[src/rtl/logic_unit_seq_if.sv]
// logic_unit_seq_if
// -----------------
// Bundles the request and result signals of the sliced logic unit.
//   master : drives start, op, A, B; observes S, busy, done, zero, op_err, dbg_state.
//   slave  : the logic unit itself (the opposite directions).
//
// Handshake: start is a request that the unit samples only while it is idle.
// An accepted start latches op/A/B. busy is high for the N cycles of work.
// done is a single-cycle pulse marking a fresh S. busy and done are never
// high together, and a new request is first accepted in the idle cycle
// that follows done.
interface logic_unit_seq_if #(
  parameter int WIDTH = 8
);
  logic             start;
  logic [2:0]       op;
  logic [WIDTH-1:0] A;
  logic [WIDTH-1:0] B;
  logic [WIDTH-1:0] S;
  logic             busy;
  logic             done;
  logic             zero;
  logic             op_err;
  logic [1:0]       dbg_state;  // current FSM state, for observation only

  modport master (
    output start, op, A, B,
    input  S, busy, done, zero, op_err, dbg_state
  );

  modport slave (
    input  start, op, A, B,
    output S, busy, done, zero, op_err, dbg_state
  );
endinterface

[src/rtl/logic_unit_seq.sv]
// logic_unit_seq
// --------------
// Multi-cycle bitwise logic unit. It handles SLICE bits per clock over
// N = WIDTH/SLICE cycles and supports eight opcodes:
//   000 AND, 001 OR, 010 XOR, 011 NAND, 100 NOR, 101 XNOR, 110 NOT A,
//   111 invalid (result 0, op_err=1).
// Ports:
//   clk   : rising-edge clock
//   reset : asynchronous, active-high reset
//   bus   : slave side of logic_unit_seq_if. It carries start/op/A/B in and
//           S/busy/done/zero/op_err/dbg_state out.
// WIDTH must be a multiple of SLICE, and 1 <= SLICE <= WIDTH.
module logic_unit_seq #(
  parameter int WIDTH = 8,
  parameter int SLICE = 2
) (
  input  logic             clk,
  input  logic             reset,
  logic_unit_seq_if.slave  bus
);

  localparam int N  = WIDTH / SLICE;
  localparam int CW = (N > 1) ? $clog2(N) : 1;
  localparam int IW = (WIDTH > 1) ? $clog2(WIDTH) : 1;

  typedef enum logic [1:0] {
    IDLE = 2'd0,
    RUN  = 2'd1,
    DONE = 2'd2
  } state_t;

  state_t           state_q, state_d;
  logic [CW-1:0]    cnt_q, cnt_d;
  logic [WIDTH-1:0] a_q, a_d;
  logic [WIDTH-1:0] b_q, b_d;
  logic [2:0]       op_q, op_d;
  logic [WIDTH-1:0] shadow_q, shadow_d;
  logic [WIDTH-1:0] s_q, s_d;
  logic             op_err_q, op_err_d;

  // Bit offset of the slice being worked on in this RUN cycle.
  logic [IW-1:0]    base;
  logic [SLICE-1:0] a_sl, b_sl, r_sl;

  assign base = IW'(int'(cnt_q) * SLICE);
  assign a_sl = a_q[base +: SLICE];
  assign b_sl = b_q[base +: SLICE];

  // Only one slice of logic is built; the operand slice is muxed in by cnt.
  always_comb begin
    r_sl = '0;
    case (op_q)
      3'b000:  r_sl = a_sl & b_sl;
      3'b001:  r_sl = a_sl | b_sl;
      3'b010:  r_sl = a_sl ^ b_sl;
      3'b011:  r_sl = ~(a_sl & b_sl);
      3'b100:  r_sl = ~(a_sl | b_sl);
      3'b101:  r_sl = ~(a_sl ^ b_sl);
      3'b110:  r_sl = ~a_sl;
      default: r_sl = '0;  // invalid opcode yields zeros
    endcase
  end

  always_comb begin
    state_d  = state_q;
    cnt_d    = cnt_q;
    a_d      = a_q;
    b_d      = b_q;
    op_d     = op_q;
    shadow_d = shadow_q;
    s_d      = s_q;
    op_err_d = op_err_q;
    case (state_q)
      IDLE: begin
        if (bus.start) begin
          a_d      = bus.A;
          b_d      = bus.B;
          op_d     = bus.op;
          shadow_d = '0;
          cnt_d    = '0;
          op_err_d = (bus.op == 3'b111);
          state_d  = RUN;
        end
      end
      RUN: begin
        shadow_d[base +: SLICE] = r_sl;
        if (cnt_q == CW'(N - 1)) begin
          // shadow_d already includes the final slice written above.
          s_d     = shadow_d;
          cnt_d   = '0;
          state_d = DONE;
        end else begin
          cnt_d = cnt_q + CW'(1);
        end
      end
      DONE:    state_d = IDLE;
      default: state_d = IDLE;
    endcase
  end

  always_ff @(posedge clk or posedge reset) begin
    if (reset) begin
      state_q  <= IDLE;
      cnt_q    <= '0;
      a_q      <= '0;
      b_q      <= '0;
      op_q     <= '0;
      shadow_q <= '0;
      s_q      <= '0;
      op_err_q <= 1'b0;
    end else begin
      state_q  <= state_d;
      cnt_q    <= cnt_d;
      a_q      <= a_d;
      b_q      <= b_d;
      op_q     <= op_d;
      shadow_q <= shadow_d;
      s_q      <= s_d;
      op_err_q <= op_err_d;
    end
  end

  // All outputs are decoded from registers, so they are glitch-free.
  assign bus.S         = s_q;
  assign bus.zero      = (s_q == '0);
  assign bus.busy      = (state_q == RUN);
  assign bus.done      = (state_q == DONE);
  assign bus.op_err    = op_err_q;
  assign bus.dbg_state = state_q;

endmodule

[src/flat_wrapper.sv]
// flat-port wrapper written by rule: the top's interface ports become plain ports
module logic_unit_seq_flat 
#(
  parameter int WIDTH = 8,
  parameter int SLICE = 2
)
  (clk, reset, bus_start, bus_op, bus_A, bus_B, bus_S, bus_busy, bus_done, bus_zero, bus_op_err, bus_dbg_state);
  logic_unit_seq_if #(.WIDTH(WIDTH)) bus_i ();
  input  logic clk;
  input  logic reset;
  input wire logic [$bits(bus_i.start)-1:0] bus_start;
  input wire logic [$bits(bus_i.op)-1:0] bus_op;
  input wire logic [$bits(bus_i.A)-1:0] bus_A;
  input wire logic [$bits(bus_i.B)-1:0] bus_B;
  output wire logic [$bits(bus_i.S)-1:0] bus_S;
  output wire logic [$bits(bus_i.busy)-1:0] bus_busy;
  output wire logic [$bits(bus_i.done)-1:0] bus_done;
  output wire logic [$bits(bus_i.zero)-1:0] bus_zero;
  output wire logic [$bits(bus_i.op_err)-1:0] bus_op_err;
  output wire logic [$bits(bus_i.dbg_state)-1:0] bus_dbg_state;
  assign bus_i.start = bus_start;
  assign bus_i.op = bus_op;
  assign bus_i.A = bus_A;
  assign bus_i.B = bus_B;
  assign bus_S = bus_i.S;
  assign bus_busy = bus_i.busy;
  assign bus_done = bus_i.done;
  assign bus_zero = bus_i.zero;
  assign bus_op_err = bus_i.op_err;
  assign bus_dbg_state = bus_i.dbg_state;
  logic_unit_seq #(.WIDTH(WIDTH), .SLICE(SLICE)) u_core (.clk(clk), .reset(reset), .bus(bus_i));
endmodule
[config.mk]
export PLATFORM = sky130hd
export DESIGN_NAME = logic_unit_seq_flat
export DESIGN_NICKNAME = d
export VERILOG_FILES = /design/src/rtl/logic_unit_seq_if.sv /design/src/rtl/logic_unit_seq.sv /design/src/flat_wrapper.sv
export SDC_FILE = /design/constraint.sdc
export NUM_CORES = 1
export LEC_CHECK = 0
export CORE_MARGIN = 3
export CORE_UTILIZATION = 40
export DETAILED_ROUTE_END_ITERATION = 12
export DONT_BUFFER_PORTS = 1
export GPL_TIMING_DRIVEN = 0
export SETUP_SLACK_MARGIN = 0.05
export SLEW_MARGIN = 15
export SYNTH_ARGS = -nofsm -noshare
export SYNTH_HDL_FRONTEND = slang
export SYNTH_SLANG_ARGS = --single-unit
[constraint.sdc]
create_clock -name clk -period 5.2 [get_ports clk]
set_input_delay 1.04 -clock clk [delete_from_list [all_inputs] [get_ports clk]]
set_output_delay 1.04 -clock clk [all_outputs]
set_load 0.05 [all_outputs]
==> run_results.csv, run 1 <==
group,metric,value,unit
detailed_routing,ant_nets,0,
cts,htreeDepth,2,
worst_setup_path,cp-start-kind,"flop",
synthesis,ys_seq_area_share,44.0,%
die,rows,26,
die,fp.dieH,81.4,µm
sta,hold_violations,0,
placed_design,port_buffers,0,
pwr,p_sw_share,48.1,%
worst_setup_path,critPathCaptureType,"output port",
cts,clkTransAtPathRegs,90,ps
pwr,leakagePower,1.04,nW
worst_setup_path,crit_start,"u_core.bus.S[0]",
worst_setup_path,timing.rr.end,"u_core.bus.S[4]",
cts,cts_tree,"built",
sta,setup_viol,0,
layout,fillers,498,
layout,drive_gt1_share,13.6,%
worst_setup_path,critical_path_arrival,2180,ps
pwr,p_total,1.84,mW
layout,nNetsFinal,250,
cts,numClockSinks,40,
die,die_area,6630,µm²
detailed_routing,wl_per_cell,17.0,µm
global_routing,grt_pass1_wl,8050,µm
worst_setup_path,crit_fanout,5,
worst_setup_path,required,4160,ps
global_routing,antenna_found_initial,0,
placed_design,routabilityCongestion,0.768,
cts,clockBufferDepth,2,
synthesis,yosys_register_bits,40,
pwr,power.density,737,nW/µm²
pwr,pwr-share-clk,14.4,%
detailed_routing,via_count,1612,
synthesis,synth_top_area_share,44.0,%
sta,worstMarginPinSlew,960,ps
synthesis,syn_nets,242,
die,ios,36,
cts,root_buffer,"clkbuf_8",
detailed_routing,dr.pass1.iters,4,
layout,register_area,1000,µm²
worst_setup_path,regToRegStartpoint,"u_core.cnt_q[0]",
cts,ctsResizeCount,0,
global_routing,grt_max_degree,33,
pwr,p_switching,0.887,mW
die,start_util,42.9,%
run_status,status,"complete, no violations",
synthesis,ys_warn_count,0,
global_routing,track_usage,16.1,%
cts,cts_setup_buffers,0,
worst_setup_path,path_class,"reg2out",
detailed_routing,wirelength,4930,µm
sta,slew_headroom,35.1,%
pwr,seqPwrFrac,38.1,%
die,dieWidth,81.4,µm
synthesis,netlist_area,2280,µm²
sta,rsz0062_at_grt,"false",
pwr,ir_drop,0.000324,V
synthesis,synth_cells,211,
detailed_routing,drc,0,
flow_run,max_cap_violations,0,
sta,final_max_slew_viol_count,0,
cts,clkLatencyLatePin,290,ps
cts,cts_buffers,5,
synthesis,synthTopCellsByArea,"dfrtp_1 44%, mux2_1 8.9%, ha_1 4.9%",
worst_setup_path,rrSetupSlack,2280,ps
worst_setup_path,worstRegToRegCells,8,
sta,min_period,3220,ps
pwr,combinationalPowerShare,47.5,%
synthesis,ys_types,37,
layout,area_growth,9.79,%
synthesis,synth_top_area_cell,"dfrtp_1",
placed_design,dp_hpwl,3600,µm
sta,setup_ws,1980,ps
die,core-area,5300,µm²
placed_design,pre_cts_slack,2280,ps
synthesis,syn_avg_cell_area,10.8,µm²
min_path,hp-class,"reg2reg",
global_routing,first_global_vias,1580,
sta,fin_crit_sh,61.9,%
sta,fmax,0.311,GHz
pwr,intPower,0.955,mW
detailed_routing,drt_iter0_drc,67,
layout,multi_input_area,1150,µm²
global_routing,overflow,0,
layout,antennaDiodeCount,0,
sta,tns,0,ps
worst_setup_path,endpoint,"bus_zero",
sta,finClkSkew,5.21,ps
detailed_routing,via_per_inst,5.56,
cts,ctsHoldBuffers,0,
## cell families (layout without fill, tap and decap cells)
family,count (synthesis),count (layout),synth area share [%]
and+or+nand+nor,45,45,10.4
muxes,23,23,13.3
DFF,40,40,44.0
AOI/OAI and AO/OA,62,62,21.7
buffers and inverters,32,41,5.66
adders and majority gates,9,9,4.95
## synthesized netlist by cell type, drive strengths merged
cell type / number
a21o: 4
and3b: 1
o21bai: 6
nor4bb: 2
o2111ai: 4
clkbuf: 4
o211ai: 9
nand4: 2
or2: 1
o21ai: 18
nand2b: 2
nand3b: 1
nor3b: 2
a2111o: 1
a221oi: 1
nor2: 5
mux2: 18
dfrtp: 40
a21boi: 1
and4b: 1
or4: 2
mux2i: 1
o31ai: 4
nor3: 4
a31oi: 1
a21oi: 4
a2111oi: 2
mux4: 4
inv: 21
nand2: 19
a22o: 2
o22ai: 5
ha: 9
nor2b: 3
buf: 7
## flip-flops by register name, indices dropped and copies added (netlist names)
signal and count:
u_core.shadow_q 8, u_core.bus.S 8, u_core.cnt_q 2, u_core.bus.op_err 1
u_core.bus.dbg_state 2, u_core.a_q 8, u_core.op_q 3, u_core.b_q 8
## per-layer routing
metal  vias to the layer above  GRT usage (%)  part of all wire [%]
met5                         -              0                     0
met4                         0           4.56                  0.65
met3                         2           4.50                   5.2
met2                        43           24.1                    45
met1                       789           22.6                    49
li1                        778              -                     -
## cell usage in the layout, fill, tap and decap left out, drive strengths merged, types with 3 or more instances in the layout
cell and count:
o31ai 4, o2111ai 4, o22ai 5, a21o 4, mux4 4, o211ai 9, mux2 18, o21bai 6
dfrtp 40, nand2 19, buf 8, ha 9, nor2b 3, nor2 5, a21oi 4, nor3 4
o21ai 18, clkbuf 9, inv 22
## critical path, stage by stage (launching register included)
cell	delay, ps
dfrtp_1	600
or4_1	610
nor2_1	690
## power groups by stage
| stage | registers, mW | logic, mW | clock network [mW] |
|---|---|---|---|
| 2_1_floorplan | 0.672 | 0.717 | 0 |
| 3_3_place_gp | 0.706 | 0.870 | 0 |
| 3_5_place_dp | 0.710 | 0.884 | 0 |
| 4_1_cts | 0.703 | 0.888 | 0.271 |
| 5_1_grt | 0.725 | 0.976 | 0.287 |
| 6_report | 0.701 | 0.876 | 0.265 |
## worst min path at each step
stage / startpoint / to / slack [ps] / depth (start not counted)
6_report: u_core.b_q[5] / u_core.b_q[5] / 490 / 1
5_1_grt: u_core.a_q[3] / u_core.a_q[3] / 510 / 1
4_1_cts: u_core.a_q[3] / u_core.a_q[3] / 500 / 1
3_5_place_dp: u_core.a_q[3] / u_core.a_q[3] / 470 / 1
3_3_place_gp: u_core.b_q[6] / u_core.b_q[6] / 460 / 1
2_1_floorplan: u_core.b_q[5] / u_core.b_q[5] / 450 / 1
## stage by stage
stage                     cells  utilization (%)  area (µm²)  hold slack, ps
final                       290             47.1        2500             491
after global placement      281             44.6        2360             464
after floorplan             211                -        2280             452
after global routing        290             47.1        2500             511
after CTS                   290             47.1        2500             495
after detailed placement    282             45.0        2380             475
## final cells by class
class	instances	share of cell area, %
timing repair buffer	1	0.801
tap	70	3.51
inverter	21	3.15
clock inverter	3	1.85
sequential	40	40.1
buffer	11	2.00
clock buffer	5	2.75
multi-input combinational	139	45.9
Power figures use the tool's default switching activity.
==> run 2, diff against run 1 <==
==> constraint.sdc (replaced) <==
create_clock -name clk -period 3.1 [get_ports clk]
set_input_delay 0.62 -clock clk [delete_from_list [all_inputs] [get_ports clk]]
set_output_delay 0.62 -clock clk [all_outputs]
set_load 0.05 [all_outputs]
==> run 2 against run 1 <==
Final area grew 0.45%. Combinational power up 71%. Clock-buffer cell count did not move. First-iteration DRC count down 1.5%. Critical endpoint unchanged. Largest power group unchanged.
==> run_results.csv, run 2 (synthesis results as in run 1) <==
group,metric,value,unit
run_status,status,"complete, no violations",
detailed_routing,dr.pass1.iters,4,
pwr,intPower,1.62,mW
detailed_routing,via_count,1615,
worst_setup_path,critPathCaptureType,"output port",
cts,root_buffer,"clkbuf_8",
placed_design,routabilityCongestion,0.768,
layout,nNetsFinal,250,
global_routing,first_global_vias,1580,
global_routing,grt_max_degree,33,
layout,utilization,47.3,%
worst_setup_path,regToRegStartpoint,"u_core.cnt_q[0]",
sta,final_max_slew_viol_count,0,
global_routing,antenna_found_initial,0,
die,start_util,42.9,%
sta,tns,0,ps
worst_setup_path,critical_path_arrival,2180,ps
die,die_area,6630,µm²
detailed_routing,wirelength,4950,µm
detailed_routing,drc,0,
layout,final_common_cell,"dfrtp_1",
cts,ctsHoldBuffers,0,
sta,min_period,2800,ps
layout,drive_gt1_share,13.6,%
worst_setup_path,path_class,"reg2out",
cts,clockBufferDepth,2,
pwr,seqPwrFrac,37.7,%
min_path,hp-class,"in2async",
cts,cts_tree,"built",
detailed_routing,ant_nets,0,
flow_run,max_cap_violations,0,
worst_setup_path,required,2480,ps
detailed_routing,drt_iter0_drc,66,
die,rows,26,
global_routing,overflow,0,
cts,clkTransAtPathRegs,90,ps
placed_design,dp_hpwl,3600,µm
placed_design,pre_cts_slack,182,ps
die,ios,36,
global_routing,grt_pass1_wl,8050,µm
cts,clkLatencyLatePin,300,ps
pwr,pwr-share-clk,14.3,%
layout,area_growth,10.3,%
pwr,combinationalPowerShare,48.0,%
worst_setup_path,rrSetupSlack,330,ps
global_routing,track_usage,16.1,%
die,fp.dieH,81.4,µm
cts,htreeDepth,2,
layout,fillers,498,
sta,setup_viol,0,
pwr,p_sw_share,48.2,%
layout,layout_common_cells,"40 x dfrtp_1, 19 x inv_1, 19 x nand2_1",
sta,hold_violations,0,
sta,finClkSkew,8.02,ps
layout,antennaDiodeCount,0,
sta,fin_crit_sh,90.2,%
worst_setup_path,crit_fanout,5,
worst_setup_path,cp-start-kind,"flop",
sta,worstMarginPinSlew,948,ps
sta,fmax,0.358,GHz
worst_setup_path,worstRegToRegCells,8,
placed_design,port_buffers,0,
pwr,p_switching,1.51,mW
pwr,p_total,3.13,mW
sta,slew_headroom,36.7,%
sta,setup_ws,304,ps
cts,numClockSinks,40,
detailed_routing,via_per_inst,5.57,
die,core-area,5300,µm²
pwr,leakagePower,1.05,nW
cts,cts_buffers,5,
worst_setup_path,timing.rr.end,"u_core.bus.S[4]",
sta,rsz0062_at_grt,"false",
pwr,ir_drop,0.000545,V
pwr,power.density,1250,nW/µm²
die,dieWidth,81.4,µm
detailed_routing,wl_per_cell,17.1,µm
## run 2: cell types whose count changed in the layout (fill, tap and decap cells not counted)
cell / delta
a221oi_2: -1
a221oi_4: +1
## run 2: power groups by stage
| stage | sequential [mW] | combinational (mW) | clock (mW) |
|---|---|---|---|
| global route | 1.22 | 1.67 | 0.481 |
| detailed placement | 1.19 | 1.48 | 0 |
| CTS | 1.18 | 1.49 | 0.455 |
| finish | 1.18 | 1.50 | 0.447 |
| floorplan | 1.13 | 1.20 | 0 |
| global placement | 1.18 | 1.46 | 0 |
## run 2: cell type report
type,count,area (µm²),area share [%]
Buffer,11,50.0,1.99
Clock buffer,5,68.8,2.74
Clock inverter,3,46.3,1.84
Inverter,21,78.8,3.14
Multi-Input combinational cell,139,1160,46.1
Sequential cell,40,1000,39.9
Tap cell,70,87.6,3.49
Timing Repair Buffer,1,20.0,0.798
## run 2: how the worst max path moves through the flow
stage                    start                 end  slack [ps]  cells after the start
5_1_grt        u_core.cnt_q[0]     u_core.bus.S[4]          70                      8
4_1_cts        u_core.cnt_q[0]  u_core.shadow_q[4]         170                      8
2_1_floorplan  u_core.cnt_q[0]  u_core.shadow_q[4]         560                      8
3_3_place_gp   u_core.cnt_q[0]  u_core.shadow_q[6]         210                      8
6_report       u_core.bus.S[0]            bus_zero         300                      2
3_5_place_dp   u_core.cnt_q[0]  u_core.shadow_q[4]         180                      8
## run 2: metal layers
layer | GRT usage, % | wire length (µm) | vias up
met5 | 0 | 0 | -
met4 | 4.56 | 32 | 0
met3 | 4.50 | 284 | 2
met2 | 24.1 | 2250 | 43
met1 | 22.6 | 2380 | 793
li1 | - | - | 777
## run 2: critical path, cell delays in order, from the launching register on
cell and delay, ps:
dfrtp_1 590, or4_1 610, nor2_1 690
## run 2: repair_timing
action                     in CTS  in global routing
setup endpoints to repair       0                  7
resized for setup               0                  1
setup buffers                   0                  0
## run 2: per-stage QoR
stage	area [µm²]	hold WS, ps	cells
global placement	2360	464	281
CTS	2500	111	290
floorplan	2280	452	211
finish	2510	115	290
detailed placement	2380	435	282
global route	2510	113	290
==> edit 1: new RTL, flow settings as in run 2 <==
`SLICE` is set to 2 in 2 places; all go to 1.
--- a/src/rtl/logic_unit_seq.sv
+++ b/src/rtl/logic_unit_seq.sv
@@ -13,5 +13,5 @@
 module logic_unit_seq #(
   parameter int WIDTH = 8,
-  parameter int SLICE = 2
+  parameter int SLICE = 1
 ) (
   input  logic             clk,
--- a/src/flat_wrapper.sv
+++ b/src/flat_wrapper.sv
@@ -3,5 +3,5 @@
 #(
   parameter int WIDTH = 8,
-  parameter int SLICE = 2
+  parameter int SLICE = 1
 )
   (clk, reset, bus_start, bus_op, bus_A, bus_B, bus_S, bus_busy, bus_done, bus_zero, bus_op_err, bus_dbg_state);
Formal check against the unedited RTL: not equivalent (a bounded check fails within 10 cycles, from zero or initial values and one cycle with reset high).
==> edit 1 against run 2 <==
  * Routed wire length decreased by 7.9%
  * Non-clock buffer count increased by 4
  * Setup slack got worse by 0.14 ns
  * Count of clock-buffer cells in the layout increased by 1
  * Design area decreased by 0.85%
  * Sequential cell count increased by 1
  * Synthesized area decreased by 4.6%
Power is not shown: default switching activity piles up to over one toggle a cycle in this logic, so the estimate is an artifact.
==> edit 1: results (changes against run 2) <==
----------------------------------------------------
[Cells and area]
  Non-clock buffer share of cell area ... 5.13% (+2.3 points)
  Fraction of area in clock buffers and inverters ... 4.47% (-0.11 points)
  Fill cells ... 473 (-5.0%)
  Area used by multi-input combinational logic ... 1090 µm² (-6.1%)
  Multi-input gate count ... 124 (-11%)
  Number of non-clock buffers ... 16 (+4)
  Clk_buf instances ... 6 (+1)
  Number of logic inverters in the finished layout ... 13 (-38%)
  Post-route non-filler standard cell count ... 272 (-6.2%)

[Synthesis]
  Synth Register Bits ... 41 (+2.5%)
  Share of cell area taken by muxes after synthesis ... 14.6% (+1.3 points)
  Post-synth top cells ... dfrtp_1, mux2_2, nand2_1
  Fraction of the mapped netlist area in adder cells ... 3.46% (-1.5 points)
  Yosys cell types ... 38 (+2.7%)
  Largest cells by area after synthesis ... dfrtp_1, mux2_2, o31ai_2
  Proportion of synthesized chip area in sequential cells ... 47.2% (+3.3 points)
  Synthesized net count ... 214 (-12%)

[Critical path]
  R2r setup slk ... 0.24 ns (-0.09 ns)
  Max incr delay on CP ... 0.82 ns (+0.13 ns)
  Cell count of the worst reg-to-reg path ... 10 (+2)
  Critical path startpoint ... u_core.bus.dbg_state[1]
  Crit path arrival time ... 2.32 ns (+0.14 ns)
  Largest fanout on the critical path ... 10 (+5)
  Master of the slowest instance on the critical path ... nor2b_1
  Endpoint of the most critical register-to-register path ... u_core.shadow_q[4]
  Capturing element of the worst setup path ... bus_done

[Placement]
  Inst Count DP ... 257 (-8.9%)
  Buffers on Ports ... 0 (unchanged)
  Final weighted congestion in routability-driven placement ... 0.782 (+1.8%)

[Drt]
  Met3 WL ... 220 µm (-23%)
  Post-detailed-route via-to-cell ratio ... 5.53 (-0.64%)
  Drt wl/cell ... 16.7 µm (-1.9%)
  Routed length on met2 ... 2420 µm (+7.7%)
  Met1 layer wirelength in the final routing ... 1840 µm (-22%)

[GRT]
  Met3 GRT Util ... 5.53% (+1.0 points)
  Total global-route track usage ... 15.3% (-0.77 points)
  First-pass GRT wire length ... 7520 µm (-6.5%)
  Global routing usage on met1 ... 17.5% (-5.1 points)
  Met2 routing resource usage after global routing ... 26.5% (+2.4 points)
  Number of global-route vias before repair ... 1562 (-1.1%)

[STA]
  Worst slew margin ... 37.9% (+1.3 points)
  Clk_skew ... 0.0126 ns (+0.00460 ns)

[Outcome]
  Run status ... complete, no violations

----------------------------------------------------
[edit 1: cell types whose count changed in the layout (fill, tap and decap cells not counted), sizes merged, moves of 5 or more]
cell    before  now
o21ai       18    1
and3         0    9
inv         22   13
o211ai       9    0
o41ai        0    7
o31ai        4   10
a21oi        4    9
nand3        0    5
o22ai        5    0
[edit 1: stage by stage]
step / worst slack, ns / cell area, µm² / hold WS, ns
6_report: 0.162 / 2490 / 0.207
5_1_grt: 0.0167 / 2490 / 0.218
4_1_cts: 0.101 / 2410 / 0.212
3_5_place_dp: 0.0678 / 2290 / 0.454
3_3_place_gp: 0.186 / 2260 / 0.449
2_1_floorplan: 0.388 / 2170 / 0.434
[edit 1: timing repair]
action,4_1_cts,5_1_grt
setup endpoints to repair,1,16
setup buffers,2,5
pin swaps,1,2
gates resized for setup,0,5
==> edit 2: new RTL, settings of run 2 <==
Without the edit above. Reset style: synchronous (`reset`), changed in one clocked block. Comments in the files are not updated.
--- a/src/rtl/logic_unit_seq.sv
+++ b/src/rtl/logic_unit_seq.sv
@@ -99,5 +99,5 @@
   end
 
-  always_ff @(posedge clk or posedge reset) begin
+  always_ff @(posedge clk) begin
     if (reset) begin
       state_q  <= IDLE;
Behaviour: differs if reset is asserted again (counterexample within 4 cycles, from zero or initial values and one cycle with reset high); with reset held inactive, the same outputs for 10 cycles.
==> edit 2 against run 2 <==
  * Routed wire length up 3.5%
  * Synthesized area down 5.6%
  * Worst hold slack improved by 0.33 ns
  * Sequential cell count unchanged
  * Design area down 5.8%
  * Sequential share of layout area is 6.0 points lower
  * Setup slack improved by 0.084 ns
  * Final cell count rose by 16%
  * Critical path type unchanged
Power is not compared: it rests on default switching activity, and its combinational part moved more than twofold at a synthesized area within 25%.
==> edit 2: results (changes against run 2) <==
----------------------------------------------------
[Drt]
  Drt wl/cell ... 15.3 µm (-10%)
  Post-detailed-route via-to-cell ratio ... 5.36 (-3.8%)
  Number of DRC markers in iteration 0 ... 97 (+47%)

[CTS]
  Bufs on Longest Clock Path ... 2 (unchanged)
  Root buffer cell ... clkbuf_8

[Critical path]
  R2r setup slk ... 0.59 ns (+0.26 ns)
  Endpoint of the most critical register-to-register path ... u_core.shadow_q[4]
  Critical path startpoint ... u_core.bus.S[3]
  Cell count of the worst reg-to-reg path ... 8 (unchanged)
  Largest fanout on the critical path ... 3 (-2)
  Crit path arrival time ... 2.09 ns (-0.09 ns)
  Critical register-to-register path startpoint ... u_core.cnt_q[0]
  Master of the slowest instance on the critical path ... nor2_1

[Synthesis]
  Synthesized net count ... 289 (+19%)
  Yosys cell types ... 41 (+11%)
  Asr flop ratio synth ... 0% (-100 points)
  Proportion of synthesized chip area in sequential cells ... 37.3% (-6.7 points)
  Instance count of the mapped netlist ... 258 (+22%)
  Leading register cell type out of synthesis ... dfxtp_1
  Yosys warns ... 0 (unchanged)
  Largest cells by area after synthesis ... dfxtp_1, nand2_1, a21oi_1
  Post-synth top cells ... nand2_1, dfxtp_1, a21oi_1

[Placement]
  Post-detailed-placement half-perimeter wirelength ... 3770 µm (+4.5%)
  Final weighted congestion in routability-driven placement ... 0.866 (+13%)
  Inst Count DP ... 328 (+16%)
  Area after DPL ... 2240 µm² (-6.2%)

[GRT]
  Number of global-route vias before repair ... 1787 (+13%)
  Maximum number of pins on one net before global-route repair ... 13 (-61%)
  First-pass GRT wire length ... 8630 µm (+7.2%)
  Total global-route track usage ... 17.7% (+1.6 points)

[Cells and area]
  Number of nets in the final layout ... 296 (+18%)
  Fill cells ... 547 (+9.8%)
  Post-route non-filler standard cell count ... 335 (+16%)
  Share of layout cells above drive strength 1 ... 9.81% (-3.8 points)

[Pwr]
  Switching pwr ... 0.316 mW

[Outcome]
  Run status ... complete, no violations

[Min path]
  Min-Delay Path Class ... reg2reg

[STA]
  Worst Tran Pin Value ... 0.885 ns (-0.0625 ns)
  Clk_skew ... 0.0111 ns (+0.00307 ns)

----------------------------------------------------
edit 2: critical path, delay by kind of cell (launching register included):
family / cells / cell delay, ns
AND/OR/NAND/NOR: 2 / 1.30
flip-flops: 1 / 0.50
edit 2: power groups by stage:
stage / combinational, mW / sequential (mW) / clock [mW]
final: 0.173 / 0.556 / 0.502
after global routing: 0.195 / 0.559 / 0.529
after CTS: 0.174 / 0.555 / 0.508
after detailed placement: 0.173 / 0.568 / 0
after global placement: 0.171 / 0.567 / 0
after floorplan: 0.138 / 0.563 / 0
edit 2: how the worst min path moves through the flow:
stage                             from            endpoint  slack [ns]  depth (start not counted)
finish                   u_core.b_q[3]       u_core.b_q[3]        0.45                          2
floorplan           u_core.shadow_q[1]  u_core.shadow_q[1]        0.43                          2
CTS                           bus_A[5]       u_core.a_q[5]        0.45                          2
global route                  bus_A[4]       u_core.a_q[4]        0.45                          2
detailed placement  u_core.shadow_q[2]  u_core.shadow_q[2]        0.44                          2
global placement    u_core.shadow_q[2]  u_core.shadow_q[2]        0.44                          2
edit 2: stage by stage:
stage / hold slack (ns) / setup WS, ns / power (mW)
after detailed placement: 0.444 / 0.581 / 0.741
final: 0.449 / 0.388 / 1.23
after global placement: 0.440 / 0.597 / 0.738
after CTS: 0.450 / 0.371 / 1.24
after floorplan: 0.426 / 0.776 / 0.700
after global routing: 0.455 / 0.335 / 1.28
edit 2: cell type report:
cell class,instances,area [µm²],area share [%]
tap,70,87.6,3.70
buffer,15,71.3,3.02
clock inverter,2,60.1,2.54
multi-input combinational,189,1220,51.7
inverter,14,52.6,2.22
clock buffer,5,68.8,2.91
sequential,40,801,33.9
edit 2: logic make-up after synthesis:
| kind of cell | share of synthesized area [%] |
|---|---|
| DFF | 37.3 |
| and+or+nand+nor | 23.5 |
| AOI/OAI and AO/OA | 21.6 |
| adders and majority gates | 5.24 |
| muxes | 6.64 |
| buffers and inverters | 5.77 |
edit 2: metal layers:
layer,wire (µm),GRT usage (%)
met5,0,0
met4,108,8.42
met3,347,4.65
met2,2440,29.3
met1,2220,21.2
